File: config.mk
export PLATFORM = sky130hd
export DESIGN_NAME = udma_tx_l2_arbiter_flat
export DESIGN_NICKNAME = d
export VERILOG_FILES = /design/src/rtl/udma_tx_l2_arbiter_pkg.sv /design/src/rtl/udma_tx_l2_arbiter_if.sv /design/src/rtl/udma_tx_l2_arbiter_id_fifo.sv /design/src/rtl/udma_tx_l2_arbiter.sv /design/src/flat_wrapper.sv
export SDC_FILE = /design/constraint.sdc
export NUM_CORES = 1
export LEC_CHECK = 0
export BUFFER_PORTS_ARGS = -buffer_cell sky130_fd_sc_hd__buf_2
export CAP_MARGIN = 10
export CORE_MARGIN = 1
export CORE_UTILIZATION = 47
export CTS_CLUSTER_DIAMETER = 60
export DETAILED_ROUTE_END_ITERATION = 6
export PLACE_DENSITY = 0.82
export SLEW_MARGIN = 20
export SYNTH_ARGS = -nofsm -noshare
export SYNTH_HDL_FRONTEND = slang
export SYNTH_SLANG_ARGS = --single-unit
File: constraint.sdc
create_clock -name clk_i -period 5.05 [get_ports clk_i]
set_input_delay 0 -clock clk_i [delete_from_list [all_inputs] [get_ports clk_i]]
set_output_delay 0 -clock clk_i [all_outputs]
set_load 0.03 [all_outputs]
File: src/rtl/udma_tx_l2_arbiter_pkg.sv
// ---------------------------------------------------------------------------
// udma_tx_l2_arbiter_pkg
// Shared definitions for the TX L2 read arbiter:
//   - L2 address/data widths used by the channel requests and the L2 port
//   - datasize encodings for channel reads
//   - id_entry_t, one in-flight read as stored in the ID queue
//   - align_rdata(), which right-aligns and masks a read word for a channel
// ---------------------------------------------------------------------------
package udma_tx_l2_arbiter_pkg;

  localparam int L2_AWIDTH_NOAL = 19;
  localparam int L2_DATA_WIDTH  = 32;

  localparam logic [1:0] DS_BYTE = 2'd0;
  localparam logic [1:0] DS_HALF = 2'd1;
  localparam logic [1:0] DS_WORD = 2'd2;

  // Wide enough for any practical channel count; the top only uses the low bits.
  localparam int ID_WIDTH = 8;

  typedef struct packed {
    logic [ID_WIDTH-1:0] id;
    logic [1:0]          datasize;
    logic [1:0]          off;
  } id_entry_t;

  // Shift the addressed byte lane down to bit 0, then keep 8/16/32 bits.
  // Encoding 3 is not a legal size and is handled like a word.
  function automatic logic [L2_DATA_WIDTH-1:0] align_rdata(
    input logic [L2_DATA_WIDTH-1:0] rdata,
    input logic [1:0]               datasize,
    input logic [1:0]               off
  );
    logic [L2_DATA_WIDTH-1:0] shifted;
    shifted = rdata >> {off, 3'b000};
    case (datasize)
      DS_BYTE: align_rdata = shifted & {{(L2_DATA_WIDTH-8){1'b0}}, 8'hFF};
      DS_HALF: align_rdata = shifted & {{(L2_DATA_WIDTH-16){1'b0}}, 16'hFFFF};
      default: align_rdata = shifted;
    endcase
  endfunction

endpackage

File: src/rtl/udma_tx_l2_arbiter_if.sv
// ---------------------------------------------------------------------------
// udma_tx_l2_arbiter_if
// The tx_l2 read port of the uDMA core.
//   req    : read request (master -> slave)
//   gnt    : request accepted (slave -> master)
//   addr   : word-aligned 32-bit byte address (master -> slave)
//   rdata  : read data (slave -> master)
//   rvalid : read data valid, returned in issue order (slave -> master)
// ---------------------------------------------------------------------------
interface udma_tx_l2_arbiter_if;
  import udma_tx_l2_arbiter_pkg::*;

  logic                     req;
  logic                     gnt;
  logic [31:0]              addr;
  logic [L2_DATA_WIDTH-1:0] rdata;
  logic                     rvalid;

  modport master (output req, output addr, input gnt, input rdata, input rvalid);
  modport slave  (input req, input addr, output gnt, output rdata, output rvalid);
endinterface

File: src/rtl/udma_tx_l2_arbiter_id_fifo.sv
// ---------------------------------------------------------------------------
// udma_tx_id_fifo
// Synchronous FIFO holding one id_entry_t per outstanding L2 read.
//   clk_i, rst_i : clock, synchronous active-high reset (empties the FIFO)
//   push_i       : write data_i; accepted when not full, or when full with pop_i
//   pop_i        : drop the head entry; ignored when empty
//   data_i       : entry to write
//   data_o       : head entry (valid while !empty_o)
//   full_o       : count_o == DEPTH
//   empty_o      : count_o == 0
//   count_o      : number of stored entries
// DEPTH must be a power of two so the pointers wrap naturally.
// ---------------------------------------------------------------------------
module udma_tx_id_fifo
  import udma_tx_l2_arbiter_pkg::*;
#(
  parameter int DEPTH = 4
) (
  input  logic                   clk_i,
  input  logic                   rst_i,
  input  logic                   push_i,
  input  logic                   pop_i,
  input  id_entry_t              data_i,
  output id_entry_t              data_o,
  output logic                   full_o,
  output logic                   empty_o,
  output logic [$clog2(DEPTH):0] count_o
);

  localparam int PTR_W = $clog2(DEPTH);
  localparam int CNT_W = PTR_W + 1;

  id_entry_t        mem_q [DEPTH];
  id_entry_t        mem_d [DEPTH];
  logic [PTR_W-1:0] wr_ptr_q, wr_ptr_d;
  logic [PTR_W-1:0] rd_ptr_q, rd_ptr_d;
  logic [CNT_W-1:0] count_q, count_d;
  logic             do_push;
  logic             do_pop;

  assign full_o  = (count_q == CNT_W'(DEPTH));
  assign empty_o = (count_q == '0);
  assign count_o = count_q;
  assign data_o  = mem_q[rd_ptr_q];

  // When full, the head is read from mem_q this cycle, so overwriting the
  // same slot with a simultaneous push is safe.
  assign do_push = push_i && (!full_o || pop_i);
  assign do_pop  = pop_i && !empty_o;

  always_comb begin
    mem_d    = mem_q;
    wr_ptr_d = wr_ptr_q;
    rd_ptr_d = rd_ptr_q;
    count_d  = count_q;
    if (do_push) begin
      mem_d[wr_ptr_q] = data_i;
      wr_ptr_d        = wr_ptr_q + PTR_W'(1);
    end
    if (do_pop) begin
      rd_ptr_d = rd_ptr_q + PTR_W'(1);
    end
    case ({do_push, do_pop})
      2'b10:   count_d = count_q + CNT_W'(1);
      2'b01:   count_d = count_q - CNT_W'(1);
      default: count_d = count_q;
    endcase
  end

  always_ff @(posedge clk_i) begin
    if (rst_i) begin
      for (int i = 0; i < DEPTH; i++) begin
        mem_q[i] <= '0;
      end
      wr_ptr_q <= '0;
      rd_ptr_q <= '0;
      count_q  <= '0;
    end else begin
      mem_q    <= mem_d;
      wr_ptr_q <= wr_ptr_d;
      rd_ptr_q <= rd_ptr_d;
      count_q  <= count_d;
    end
  end

endmodule

File: src/rtl/udma_tx_l2_arbiter.sv
// ---------------------------------------------------------------------------
// udma_tx_l2_arbiter
// Round-robin sharing of the uDMA tx_l2 read port among N_CH TX channels.
// Issued reads are remembered in an in-order ID queue so that each response
// is steered back to its channel, right-aligned and masked to its datasize.
//   clk_i, rst_i   : core clock, synchronous active-high reset
//   ch_req_i       : per-channel read request, held until granted
//   ch_addr_i      : per-channel byte address
//   ch_datasize_i  : per-channel size (0 byte, 1 half, 2/3 word)
//   ch_gnt_o       : one-hot grant, combinational with l2.gnt
//   ch_valid_o     : one-hot response strobe, one cycle after l2.rvalid
//   ch_data_o      : shared aligned/masked response data
//   l2             : tx_l2 read port (master side)
//   busy_o         : at least one read outstanding
//   err_o          : sticky, a response arrived with nothing outstanding
// ---------------------------------------------------------------------------
module udma_tx_l2_arbiter
  import udma_tx_l2_arbiter_pkg::*;
#(
  parameter int N_CH           = 8,
  parameter int L2_AWIDTH_NOAL = udma_tx_l2_arbiter_pkg::L2_AWIDTH_NOAL,
  parameter int L2_DATA_WIDTH  = udma_tx_l2_arbiter_pkg::L2_DATA_WIDTH,
  parameter int MAX_OUTST      = 4
) (
  input  logic                                 clk_i,
  input  logic                                 rst_i,
  input  logic [N_CH-1:0]                      ch_req_i,
  input  logic [N_CH-1:0][L2_AWIDTH_NOAL-1:0]  ch_addr_i,
  input  logic [N_CH-1:0][1:0]                 ch_datasize_i,
  output logic [N_CH-1:0]                      ch_gnt_o,
  output logic [N_CH-1:0]                      ch_valid_o,
  output logic [L2_DATA_WIDTH-1:0]             ch_data_o,
  udma_tx_l2_arbiter_if.master                 l2,
  output logic                                 busy_o,
  output logic                                 err_o
);

  localparam int SEL_W = $clog2(N_CH);
  localparam int CNT_W = $clog2(MAX_OUTST) + 1;

  logic [SEL_W-1:0]          ptr_q, ptr_d;
  logic [N_CH-1:0]           ch_valid_q, ch_valid_d;
  logic [L2_DATA_WIDTH-1:0]  ch_data_q, ch_data_d;
  logic                      err_q, err_d;

  logic [SEL_W-1:0]          sel;
  logic                      any_req;
  logic [L2_AWIDTH_NOAL-1:0] sel_addr;
  logic [1:0]                sel_ds;
  logic                      gnt_fire;
  logic                      pop;
  id_entry_t                 push_entry;
  id_entry_t                 head;
  logic                      fifo_full;
  logic                      fifo_empty;
  logic [CNT_W-1:0]          fifo_count;

  // Round-robin search: first requester at or after ptr_q, wrapping around.
  always_comb begin
    int idx;
    idx     = 0;
    sel     = '0;
    any_req = 1'b0;
    for (int i = 0; i < N_CH; i++) begin
      idx = int'(ptr_q) + i;
      if (idx >= N_CH) begin
        idx = idx - N_CH;
      end
      if (!any_req && ch_req_i[idx]) begin
        any_req = 1'b1;
        sel     = SEL_W'(idx);
      end
    end
  end

  assign sel_addr = ch_addr_i[sel];
  assign sel_ds   = ch_datasize_i[sel];

  // A full queue blocks the request even when a pop frees a slot this cycle.
  assign l2.req   = any_req && !fifo_full;
  assign gnt_fire = l2.req && l2.gnt;

  always_comb begin
    l2.addr                     = '0;
    l2.addr[L2_AWIDTH_NOAL-1:0] = {sel_addr[L2_AWIDTH_NOAL-1:2], 2'b00};
  end

  always_comb begin
    ch_gnt_o = '0;
    if (gnt_fire) begin
      ch_gnt_o[sel] = 1'b1;
    end
  end

  always_comb begin
    push_entry          = '0;
    push_entry.id       = ID_WIDTH'(sel);
    push_entry.datasize = sel_ds;
    push_entry.off      = sel_addr[1:0];
  end

  assign pop = l2.rvalid && !fifo_empty;

  udma_tx_id_fifo #(
    .DEPTH (MAX_OUTST)
  ) i_id_fifo (
    .clk_i   (clk_i),
    .rst_i   (rst_i),
    .push_i  (gnt_fire),
    .pop_i   (pop),
    .data_i  (push_entry),
    .data_o  (head),
    .full_o  (fifo_full),
    .empty_o (fifo_empty),
    .count_o (fifo_count)
  );

  // Next-state for pointer, response register and sticky error.
  always_comb begin
    ptr_d      = ptr_q;
    ch_valid_d = '0;
    ch_data_d  = ch_data_q;
    err_d      = err_q;
    if (gnt_fire) begin
      ptr_d = (sel == SEL_W'(N_CH - 1)) ? '0 : sel + SEL_W'(1);
    end
    if (pop) begin
      for (int i = 0; i < N_CH; i++) begin
        ch_valid_d[i] = (int'(head.id) == i);
      end
      ch_data_d = align_rdata(l2.rdata, head.datasize, head.off);
    end
    if (l2.rvalid && fifo_empty) begin
      err_d = 1'b1;
    end
  end

  always_ff @(posedge clk_i) begin
    if (rst_i) begin
      ptr_q      <= '0;
      ch_valid_q <= '0;
      ch_data_q  <= '0;
      err_q      <= 1'b0;
    end else begin
      ptr_q      <= ptr_d;
      ch_valid_q <= ch_valid_d;
      ch_data_q  <= ch_data_d;
      err_q      <= err_d;
    end
  end

  assign ch_valid_o = ch_valid_q;
  assign ch_data_o  = ch_data_q;
  assign err_o      = err_q;
  assign busy_o     = (fifo_count != '0);

endmodule

File: src/flat_wrapper.sv
// flat-port wrapper written by rule: the top's interface ports become plain ports
module udma_tx_l2_arbiter_flat import udma_tx_l2_arbiter_pkg::*;
#(
  parameter int N_CH           = 8,
  parameter int L2_AWIDTH_NOAL = udma_tx_l2_arbiter_pkg::L2_AWIDTH_NOAL,
  parameter int L2_DATA_WIDTH  = udma_tx_l2_arbiter_pkg::L2_DATA_WIDTH,
  parameter int MAX_OUTST      = 4
)
  (clk_i, rst_i, ch_req_i, ch_addr_i, ch_datasize_i, ch_gnt_o, ch_valid_o, ch_data_o, busy_o, err_o, l2_req, l2_addr, l2_gnt, l2_rdata, l2_rvalid);
  udma_tx_l2_arbiter_if l2_i ();
  input  logic clk_i;
  input  logic rst_i;
  input  logic [N_CH-1:0] ch_req_i;
  input  logic [N_CH-1:0][L2_AWIDTH_NOAL-1:0] ch_addr_i;
  input  logic [N_CH-1:0][1:0] ch_datasize_i;
  output logic [N_CH-1:0] ch_gnt_o;
  output logic [N_CH-1:0] ch_valid_o;
  output logic [L2_DATA_WIDTH-1:0] ch_data_o;
  output logic busy_o;
  output logic err_o;
  output wire logic [$bits(l2_i.req)-1:0] l2_req;
  output wire logic [$bits(l2_i.addr)-1:0] l2_addr;
  input wire logic [$bits(l2_i.gnt)-1:0] l2_gnt;
  input wire logic [$bits(l2_i.rdata)-1:0] l2_rdata;
  input wire logic [$bits(l2_i.rvalid)-1:0] l2_rvalid;
  assign l2_req = l2_i.req;
  assign l2_addr = l2_i.addr;
  assign l2_i.gnt = l2_gnt;
  assign l2_i.rdata = l2_rdata;
  assign l2_i.rvalid = l2_rvalid;
  udma_tx_l2_arbiter #(.N_CH(N_CH), .L2_AWIDTH_NOAL(L2_AWIDTH_NOAL), .L2_DATA_WIDTH(L2_DATA_WIDTH), .MAX_OUTST(MAX_OUTST)) u_core (.clk_i(clk_i), .rst_i(rst_i), .ch_req_i(ch_req_i), .ch_addr_i(ch_addr_i), .ch_datasize_i(ch_datasize_i), .ch_gnt_o(ch_gnt_o), .ch_valid_o(ch_valid_o), .ch_data_o(ch_data_o), .l2(l2_i), .busy_o(busy_o), .err_o(err_o));
endmodule
==> impl_metrics.tcl, run 1 <==
set metrics [dict create \
    highest_layer "met4" \
    crit_slowest_cell "mux4_2" \
    dp_hpwl_mm 16.02 \
    route.met2.wl_mm 9.972 \
    vias_per_cell 5.591 \
    routed_wl_mm 20.81 \
    synth-compound-area-share 0.1939 \
    hold_path_class "input port to register" \
    cellLeakagePower_nw 3.520 \
    avgRoutedWirePerCell_um 17.95 \
    syn_avg_cell_area_um2 8.129 \
    clk_pin_slew_ps 60 \
    core_area_mm2 0.01206 \
    drv_cap 0 \
    first_pass_iters 5 \
    critPathRequiredTime_ps 5050 \
    multiInputGateArea_mm2 0.003862 \
    seq_area_mm2 0.001582 \
    synth_top_area_share 0.2702 \
    dr_total_vias 6480 \
    synth-adder-area-share 0.02052 \
    overflow 0 \
    grt_usage 0.3143 \
    wl_met3_mm 2.014 \
    path_cells "inv_1, ha_2, mux4_2, mux2i_1, mux2i_1, a21oi_1, o31ai_1, a21bo_2, clkinv_4, buf_12, mux2i_1, a32o_1, a311oi_1, buf_2" \
    synth_flop_cell "dfxtp_1" \
    die_area_mm2 0.01290 \
    cts_buffer_depth 2 \
    p_seq_frac 0.130 \
    cp-start-kind "register" \
    final_common_cell "buf_2" \
    p_comb_frac 0.770 \
    cts_sinks 79 \
    finalPower_mw 6.244 \
    fill_cells 1094 \
    synth.largest_area_cell "dfxtp_1" \
    io_buffers 279 \
    finish.instance_area_mm2 0.007661 \
    gp_congestion 0.9765 \
    tns_ps 0 \
    yosys-top-cells-area "dfxtp_1 27%, mux4_2 9.6%, nand2_1 9.6%" \
    antenna_found_initial 2 \
    die_h_um 113.6 \
    switching_power_mw 3.370 \
    clock_insertion_delay_worst_skew_ps 330 \
    min_period_ps 4714 \
    numCtsBuffers 9 \
    nets 1206 \
    synth_top_family_by_area "multiplexers" \
    synthArstFlopShare 0 \
    critPathMaxStageDelay_ps 620 \
    synth_edf_count 0 \
    ir_drop_mv 0.5120 \
    slew_headroom 0.4669 \
    maxClockFrequency_mhz 212.1 \
    finalCoreUtilization 0.6352 \
    clockPowerShare 0.100 \
    drive_gt1_frac 0.3670 \
    tritoncts "done" \
    reg2reg_slack_ps 930 \
    ios 295 \
    area.growth.synth_to_final_pct 30.89 \
    drc_errors 0 \
    synthSimpleGateAreaFrac 0.2039 \
    crit_path_max_fanout 26 \
    grt_max_degree 74 \
    first_iter_violations 490 \
    postCtsSetupBuffers 0 \
    synth_xor_area_frac 0.01646 \
    placementRows 40 \
    critPathMostFrequentCell "mux2i_1" \
    postRouteAntennaNets 0 \
    synth_cells 720 \
    rsz0062_at_grt "no" \
    syn_area_mm2 0.005853 \
    status "finished clean" \
    netSwitchingFraction 0.5396 \
    synth.distinct_cells 53 \
    cp.arrival_ps 4710 \
    ys.warnings.count 0 \
    grt_pass1_vias 6079 \
    slew_violations 0 \
    grt_pass1_wl_mm 31.35 \
    fin_crit_sh 0.9335 \
    finalSetupViolations 0 \
    cts-root-buf "clkbuf_16" \
    die_x_um 113.6 \
    worstSetupEndpointType "output port" \
    cellInternalPower_mw 2.875 \
    finClkSkew_ps 8.862 \
    seq_area_frac_synth 0.2702 \
    met1Wirelength_mm 8.184 \
    synth-seq-cells 79 \
    placed_cell_area_mm2 0.007283 \
    htreeDepth 3 \
    initial_core_util 0.4853 \
    most-common-layout-cells "279 x buf_2, 149 x nand2_1, 90 x nor2_1, 79 x dfxtp_1, 50 x a21oi_1" \
    worstMarginPinSlew_ps 799.6 \
    pwr_density_cell_mw_per_mm2 815.1 \
    hold_violations 0 \
    critPathKind "register to output port" \
    muxShareOfSynthArea 0.2150 \
]
## critical path, delay by kind of cell (launching register included)
family	cells	cell delay, ps
flip-flops	1	340
AO/OA/AOI/OAI	5	1250
multiplexers	4	1320
buffers and inverters	4	910
adder cells (fa/ha/maj)	1	540
## cell usage after synthesis, drive strengths merged, types with 2 or more instances
| cell | instances |
|---|---|
| nor2 | 90 |
| clkinv | 2 |
| o21ai | 20 |
| a211oi | 3 |
| nand3 | 4 |
| or3 | 2 |
| a22oi | 25 |
| a311oi | 15 |
| clkbuf | 26 |
| xnor2 | 4 |
| and2 | 7 |
| inv | 14 |
| buf | 43 |
| and3 | 5 |
| mux2i | 39 |
| o311ai | 2 |
| ha | 8 |
| xor2 | 7 |
| nand2 | 151 |
| o211ai | 2 |
| nand2b | 3 |
| dfxtp | 79 |
| a21oi | 51 |
| mux4 | 30 |
| o31ai | 2 |
| nor3 | 20 |
| mux2 | 14 |
| a32o | 16 |
| nor2b | 5 |
| nor4 | 2 |
| a21o | 17 |
## power groups by stage
stage | clock network, mW | logic [mW] | registers, mW
3_3_place_gp | 0 | 4.74 | 0.819
3_5_place_dp | 0 | 4.75 | 0.823
4_1_cts | 0.634 | 4.77 | 0.813
2_1_floorplan | 0 | 3.54 | 0.882
5_1_grt | 0.657 | 5.13 | 0.827
6_report | 0.623 | 4.81 | 0.812
## cell type report
| type | count | area share |
|---|---|---|
| multi-input cells | 570 | 0.5042 |
| repair buffers | 309 | 0.2162 |
| flip-flops and latches | 79 | 0.2064 |
| clock buffers | 11 | 0.03038 |
| well taps | 168 | 0.02744 |
| inverters | 16 | 0.008493 |
| clock inverters | 4 | 0.006206 |
| diodes | 2 | 0.0006533 |
## state kept, by name (all words and copies together) (netlist names)
name                       count
u_core.i_id_fifo.rd_ptr_q      2
u_core.ch_valid_o              8
u_core.err_o                   1
u_core.ch_data_o              32
u_core.i_id_fifo.wr_ptr_q      2
u_core.i_id_fifo.mem_q        28
u_core.i_id_fifo.count_o       3
u_core.ptr_q                   3
## stage by stage
stage	cells	setup slack [ps]	hold slack, ps
after global placement	1133	617.2	239.0
after detailed placement	1133	554.5	257.5
after CTS	1157	144.3	67.73
final	1159	335.7	81.54
after global routing	1158	79.67	86.21
after floorplan	734	438.1	140.7
## timing repair
item	in CTS	in global routing
endpoints found under the setup margin	0	1
hold buffers	9	0
gates resized for setup	0	1
endpoints found under the hold margin	9	0
## metal layers
metal / global-route usage / vias to the layer above
li1: - / 3075
met1: 0.3863 / 3047
met2: 0.5224 / 319
met3: 0.08980 / 39
met4: 0.1184 / 0
met5: 0 / -
## final timing paths
check / from / to / depth (start not counted)
setup / recovery: u_core.ptr_q[0]$_SDFFE_PP0P_ / l2_addr[9] / 14
hold / removal: l2_rdata[22] / u_core.ch_data_o[22]$_SDFFE_PP0P_ / 4
setup reg to reg: u_core.ptr_q[0]$_SDFFE_PP0P_ / u_core.i_id_fifo.mem_q[2]$_SDFFE_PP0P_ / 13
hold reg to reg: u_core.ch_data_o[1]$_SDFFE_PP0P_ / u_core.ch_data_o[1]$_SDFFE_PP0P_ / 2
## kinds of logic (layout without fill, tap and decap cells)
kind of cell / after synthesis / count (layout)
simple gates: 291 / 291
compound gates: 161 / 161
buf+inv: 85 / 340
mux: 83 / 83
flops: 79 / 79
xor+xnor: 11 / 11
fa+ha+maj: 9 / 9
other cells: 1 / 17
No activity file was read; power rests on OpenSTA's default activity.
==> run 2: changes to the inputs <==
--- a/config.mk
+++ b/config.mk
@@ -7,11 +7,14 @@
 export LEC_CHECK = 0
 export BUFFER_PORTS_ARGS = -buffer_cell sky130_fd_sc_hd__buf_2
 export CAP_MARGIN = 10
+export CELL_PAD_IN_SITES_DETAIL_PLACEMENT = 1
+export CELL_PAD_IN_SITES_GLOBAL_PLACEMENT = 2
+export CORE_ASPECT_RATIO = 1.4
 export CORE_MARGIN = 1
-export CORE_UTILIZATION = 47
+export CORE_UTILIZATION = 25
 export CTS_CLUSTER_DIAMETER = 60
 export DETAILED_ROUTE_END_ITERATION = 6
-export PLACE_DENSITY = 0.82
+export PLACE_DENSITY_LB_ADDON = 0.1
 export SLEW_MARGIN = 20
 export SYNTH_ARGS = -nofsm -noshare
 export SYNTH_HDL_FRONTEND = slang
==> constraint.sdc (replaced) <==
create_clock -name clk_i -period 4.6 [get_ports clk_i]
set_input_delay 0 -clock clk_i [delete_from_list [all_inputs] [get_ports clk_i]]
set_output_delay 0 -clock clk_i [all_outputs]
set_load 0.03 [all_outputs]
==> run 2 against run 1 <==
Compared with the run above: cell area increased by 2.3%; via count decreased by 2.8%; sequential share of layout area decreased by 0.47 points; cell count increased by 11%; critical path depth unchanged; worst setup slack improved by 8.9 ps; first-iteration DRC count decreased by 51%; clock power increased by 11%; die area increased by 86%; critical endpoint is now l2_addr[5].
==> impl_metrics.tcl, run 2 (synthesis gave the netlist of run 1 again) <==
set metrics [dict create \
    status "finished clean" \
    worstSetupEndpointType "output port" \
    grt_busiest_layer "met2" \
    overflow 0 \
    clock_insertion_delay_worst_skew_ps 350 \
    first_iter_violations 239 \
    r2r_cells 16 \
    ir_drop_mv 0.5328 \
    hold-path-endpoint "u_core.ch_data_o[21]$_SDFFE_PP0P_" \
    final_common_cell "buf_2" \
    clk_pin_slew_ps 70 \
    grt_pass1_wl_mm 38.89 \
    use_met3 0.04726 \
    critPathRequiredTime_ps 4600 \
    hold_path_class "input port to register" \
    die_h_um 183.0 \
    finalWorstSetupSlack_ps 344.6 \
    most-common-layout-cells "279 x buf_2, 149 x nand2_1, 90 x nor2_1, 79 x dfxtp_1, 50 x a21oi_1" \
    core_area_mm2 0.02277 \
    io_buffers 279 \
    maxClockFrequency_mhz 235.0 \
    worst_r2r_endpoint "u_core.i_id_fifo.count_o[2]$_SDFFE_PP0P_" \
    slew_headroom 0.5171 \
    crit_path_max_fanout 45 \
    cp-startpoint "u_core.ptr_q[0]$_SDFFE_PP0P_" \
    tns_ps 0 \
    min_path_cells 4 \
    cellLeakagePower_nw 3.510 \
    cts-root-buf "clkbuf_16" \
    grt_usage 0.2110 \
    dp_hpwl_mm 20.60 \
    cts_sinks 79 \
    fill_cells 2869 \
    postRouteAntennaNets 0 \
    area.growth.synth_to_final_pct 33.95 \
    drc_errors 0 \
    pwr_density_cell_mw_per_mm2 880.2 \
    finalSetupViolations 0 \
    largest_reg_flops 32 \
    dr_total_vias 6299 \
    grt_max_degree 56 \
    nets 1202 \
    hold_violations 0 \
    numCtsBuffers 9 \
    drive_gt1_frac 0.3692 \
    grt_pass1_vias 6626 \
    reg2reg_from "u_core.ptr_q[1]$_SDFFE_PP0P_" \
    antenna_found_initial 5 \
    grtUsageMet2 0.4151 \
    gp_congestion 0.8667 \
    slew_violations 0 \
    finClkSkew_ps 10.72 \
    place_ws_ps 282.9 \
    critPathKind "register to output port" \
    min-delay-start "l2_rdata[21]" \
    die_x_um 131.3 \
    htreeDepth 3 \
    drv_cap 0 \
    fin_crit_sh 0.9251 \
    tritoncts "done" \
    routed_wl_mm 25.75 \
    reg2reg_slack_ps 640 \
    worstMarginPinSlew_ps 724.3 \
    cp-start-kind "register" \
    first_pass_iters 4 \
    die_area_mm2 0.02404 \
    cts_buffer_depth 2 \
    min_period_ps 4255 \
    finalPower_mw 6.901 \
    vias_per_cell 4.879 \
    use_met1 0.2127 \
    avgRoutedWirePerCell_um 19.95 \
    initial_core_util 0.2570 \
    rsz0062_at_grt "no" \
    ios 295 \
    placementRows 65 \
    cp.arrival_ps 4260 \
]
-- run 2: cell count changes in the layout (fill, tap and decap cells not counted), moves of 2 or more --
cell	delta
clkinv_4	+2
clkinv_2	-2
buf_4	-5
diode_2	+2
-- run 2: power breakdown --
| part | internal, mW | switching [mW] |
|---|---|---|
| sequential | 0.804 | 0.0737 |
| combinational | 1.90 | 3.43 |
| clock | 0.385 | 0.309 |
-- run 2: worst max-delay path, stage by stage (launching register included) --
cell and delay, ps:
dfxtp_1 330, buf_4 200, mux4_2 600, mux2_4 330, and2_1 180, o21a_1 210
o311ai_2 230, o31ai_1 110, a21bo_2 270, clkinv_4 240, buf_12 270, nand2_1 80
a32o_1 250, a311oi_1 330, buf_2 260
-- run 2: worst max-delay path by stage --
stage	cells past startpoint	to
2_1_floorplan	19	u_core.i_id_fifo.count_o[2]$_SDFFE_PP0P_
3_3_place_gp	13	l2_addr[14]
3_5_place_dp	13	l2_addr[5]
4_1_cts	13	l2_addr[5]
5_1_grt	13	l2_addr[14]
6_report	14	l2_addr[5]
-- run 2: area by class of cell --
| class | instances | area [um^2] | share of cell area |
|---|---|---|---|
| multi-input cells | 570 | 3889 | 0.4960 |
| inverters | 16 | 65.06 | 0.008299 |
| well taps | 301 | 376.6 | 0.04804 |
| clock buffers | 11 | 242.7 | 0.03096 |
| clock inverters | 5 | 41.29 | 0.005267 |
| diodes | 4 | 10.01 | 0.001277 |
| flip-flops and latches | 79 | 1582 | 0.2017 |
| repair buffers | 305 | 1634 | 0.2084 |
-- run 2: metal layers --
layer | wire length [um] | vias to the layer above | part of all wire
li1 | - | 3060 | -
met1 | 9396 | 2981 | 0.36
met2 | 14140 | 223 | 0.55
met3 | 1560 | 33 | 0.061
met4 | 637 | 2 | 0.025
met5 | 13 | - | 0.00050
-- run 2: what timing repair did --
action,4_1_cts,5_1_grt
gates resized for setup,2,6
setup endpoints to repair,11,15
hold endpoints to repair,9,0
hold buffers,9,0
buffers inserted,0,0
-- run 2: through the flow --
step / cell area [um^2] / std cells / utilization / hold WS (ps)
after floorplan: 5913 / 734 / - / 140.7
after global placement: 7427 / 1262 / 0.3262 / 252.4
after detailed placement: 7427 / 1262 / 0.3262 / 263.6
after CTS: 7806 / 1287 / 0.3428 / 56.77
after global routing: 7840 / 1291 / 0.3443 / 76.62
final: 7840 / 1291 / 0.3443 / 64.48
==> run 3: changes to the inputs <==
--- a/config.mk
+++ b/config.mk
@@ -5,13 +5,14 @@
 export SDC_FILE = /design/constraint.sdc
 export NUM_CORES = 1
 export LEC_CHECK = 0
+export ABC_AREA = 1
 export BUFFER_PORTS_ARGS = -buffer_cell sky130_fd_sc_hd__buf_2
 export CAP_MARGIN = 10
 export CELL_PAD_IN_SITES_DETAIL_PLACEMENT = 1
 export CELL_PAD_IN_SITES_GLOBAL_PLACEMENT = 2
 export CORE_ASPECT_RATIO = 1.4
 export CORE_MARGIN = 1
-export CORE_UTILIZATION = 25
+export CORE_UTILIZATION = 23
 export CTS_CLUSTER_DIAMETER = 60
 export DETAILED_ROUTE_END_ITERATION = 6
 export PLACE_DENSITY_LB_ADDON = 0.1
==> run 3 against run 2 <==
Compared with the run above: cell count increased by 25%; die area up 15%; core utilization shrank 3.7 points; largest cell class unchanged.
==> impl_metrics.tcl, run 3 <==
set metrics [dict create \
    clock_insertion_delay_worst_skew_ps 330 \
    overflow 0 \
    finClkSkew_ps 7.465 \
    synth_edf_count 0 \
    final_common_cell "nand2_1" \
    cp.arrival_ps 4260 \
    dr_total_vias 7417 \
    critPathKind "register to output port" \
    critPathRequiredTime_ps 4600 \
    worstSetupEndpointType "output port" \
    multiInputGateArea_mm2 0.003936 \
    htreeDepth 3 \
    numCtsBuffers 9 \
    slew_headroom 0.4111 \
    finalSetupViolations 0 \
    synth.most_common_cell "nand2_1" \
    rsz0062_at_grt "no" \
    cts_buffer_depth 2 \
    fill_cells 3467 \
    crit_path_max_fanout 68 \
    io_buffers 279 \
    maxClockFrequency_mhz 234.8 \
    antenna_found_initial 1 \
    worst_r2r_endpoint "u_core.i_id_fifo.count_o[2]$_SDFFE_PP0P_" \
    tns_ps 0 \
    reg2reg_from "u_core.ptr_q[0]$_SDFFE_PP0P_" \
    drv_cap 0 \
    worstMarginPinSlew_ps 883.3 \
    core_area_mm2 0.02628 \
    die_h_um 196.0 \
    synth.largest_area_cell "nand2_1" \
    die_area_mm2 0.02756 \
    grt_usage 0.1840 \
    dp.cells 1590 \
    min-delay-start "l2_rdata[28]" \
    vias_per_cell 4.601 \
    min_period_ps 4258 \
    min_path_cells 5 \
    drive_gt1_frac 0.2867 \
    ios 295 \
    seq_area_mm2 0.001583 \
    tritoncts "done" \
    clk_pin_slew_ps 60 \
    ys.warnings.count 0 \
    routed_wl_mm 25.73 \
    finalCoreUtilization 0.3078 \
    grt_pass1_vias 7628 \
    synth_top_cells_by_count "461 x nand2_1, 79 x dfxtp_1, 68 x a21oi_1" \
    reg2reg_slack_ps 720 \
    hold_path_class "input port to register" \
    yosys-top-cells-area "nand2_1 28%, dfxtp_1 26%, a21oi_1 5.5%" \
    first_pass_iters 6 \
    largest_reg_flops 32 \
    drc_errors 0 \
    dp_hpwl_mm 19.96 \
    cts_sinks 79 \
    die_x_um 140.6 \
    synth-seq-cells 79 \
    grt_max_degree 69 \
    r2r_cells 22 \
    synth.distinct_cells 47 \
    cp-start-kind "register" \
    initial_core_util 0.2354 \
    slew_violations 0 \
    seq_area_frac_synth 0.2557 \
    fin_crit_sh 0.9257 \
    hold-path-endpoint "u_core.ch_data_o[28]$_SDFFE_PP0P_" \
    nets 1503 \
    grt_pass1_wl_mm 40.07 \
    most-common-layout-cells "461 x nand2_1, 279 x buf_2, 78 x dfxtp_1, 68 x a21oi_1, 65 x inv_1" \
    status "finished clean" \
    hold_violations 0 \
    stdcell_count 1612 \
    gp_congestion 0.7930 \
    placementRows 70 \
    avgRoutedWirePerCell_um 15.96 \
    synth_cells 1030 \
    area.growth.synth_to_final_pct 30.75 \
    first_iter_violations 140 \
    synth_top_area_share 0.2798 \
    syn_area_mm2 0.006185 \
    synth_flop_cell "dfxtp_1" \
    postRouteAntennaNets 0 \
    cts-root-buf "clkbuf_16" \
    synthArstFlopShare 0 \
    syn_avg_cell_area_um2 6.005 \
]
==> run 3: changes by cell type after synthesis, sizes merged, moves of 25 or more <==
cell   before  now
nor2       90   58
nand2     151  475
inv        14   71
nand3       4   56
mux2i      39    0
mux4       30    0
o21ai      20   65
a21oi      51   77
a22oi      25    0
==> run 3: cells by family after synthesis <==
| family | share of synthesized area |
|---|---|
| compound gates | 0.1691 |
| xor+xnor | 0.007080 |
| fa+ha+maj | 0.01942 |
| buf+inv | 0.1171 |
| flops | 0.2557 |
| other cells | 0.0006063 |
| simple gates | 0.4309 |
==> run 3: final cells by class <==
type | count | share of cell area
inverters | 72 | 0.03342
flip-flops and latches | 79 | 0.1957
diodes | 1 | 0.0003095
well taps | 324 | 0.05013
clock buffers | 10 | 0.02832
repair buffers | 301 | 0.1977
clock inverters | 6 | 0.007582
multi-input cells | 819 | 0.4868
==> run 3: worst max path at each step <==
stage / from / end / slack (ps) / cells after the start
floorplan: u_core.ptr_q[0]$_SDFFE_PP0P_ / u_core.i_id_fifo.count_o[2]$_SDFFE_PP0P_ / 960 / 23
global placement: u_core.ptr_q[1]$_SDFFE_PP0P_ / l2_addr[4] / 640 / 19
detailed placement: u_core.ptr_q[1]$_SDFFE_PP0P_ / l2_addr[4] / 580 / 19
CTS: u_core.ptr_q[1]$_SDFFE_PP0P_ / l2_addr[4] / 210 / 19
global route: u_core.ptr_q[0]$_SDFFE_PP0P_ / l2_addr[5] / 40 / 20
finish: u_core.ptr_q[0]$_SDFFE_PP0P_ / l2_addr[5] / 340 / 20
==> run 3: stage by stage <==
step	hold WS, ps	worst slack, ps	cell area [um^2]
after floorplan	161.6	964.7	6237
after global placement	292.0	635.3	7742
after detailed placement	301.3	584.2	7742
after CTS	31.20	209.3	8083
after global routing	62.48	37.29	8087
final	41.39	341.9	8087
==> run 3: critical path: stages (launching register included) <==
cell and delay [ps]:
dfxtp_1 310, buf_4 200, inv_2 160, ha_1 420
inv_1 240, nand3_1 180, nand3_2 140, nand2_4 80
nor2_8 110, nand4_4 110, nor2_4 190, nand3_4 140
nand3_4 210, nand2_4 280, inv_2 170, buf_12 280
nand2_1 110, nand2_1 110, nand2_1 60, nand4_1 140
buf_2 210
==> run 3: repair_timing <==
action,CTS,global route
endpoints found under the hold margin,5,0
endpoints found under the setup margin,0,12
buffers inserted,0,0
gates resized for setup,0,1
hold buffers,5,0
==> run 3: per-layer routing <==
metal / global-route usage / wire length [um] / up-vias
met5: 0 / 0 / -
li1: - / - / 3782
met1: 0.2081 / 10760 / 3397
met4: 0.03865 / 313 / 0
met2: 0.3511 / 13000 / 219
met3: 0.03734 / 1661 / 19
Power of run 3 is not shown: default switching activity piles up to over one toggle a cycle in this logic, so the estimate is an artifact.
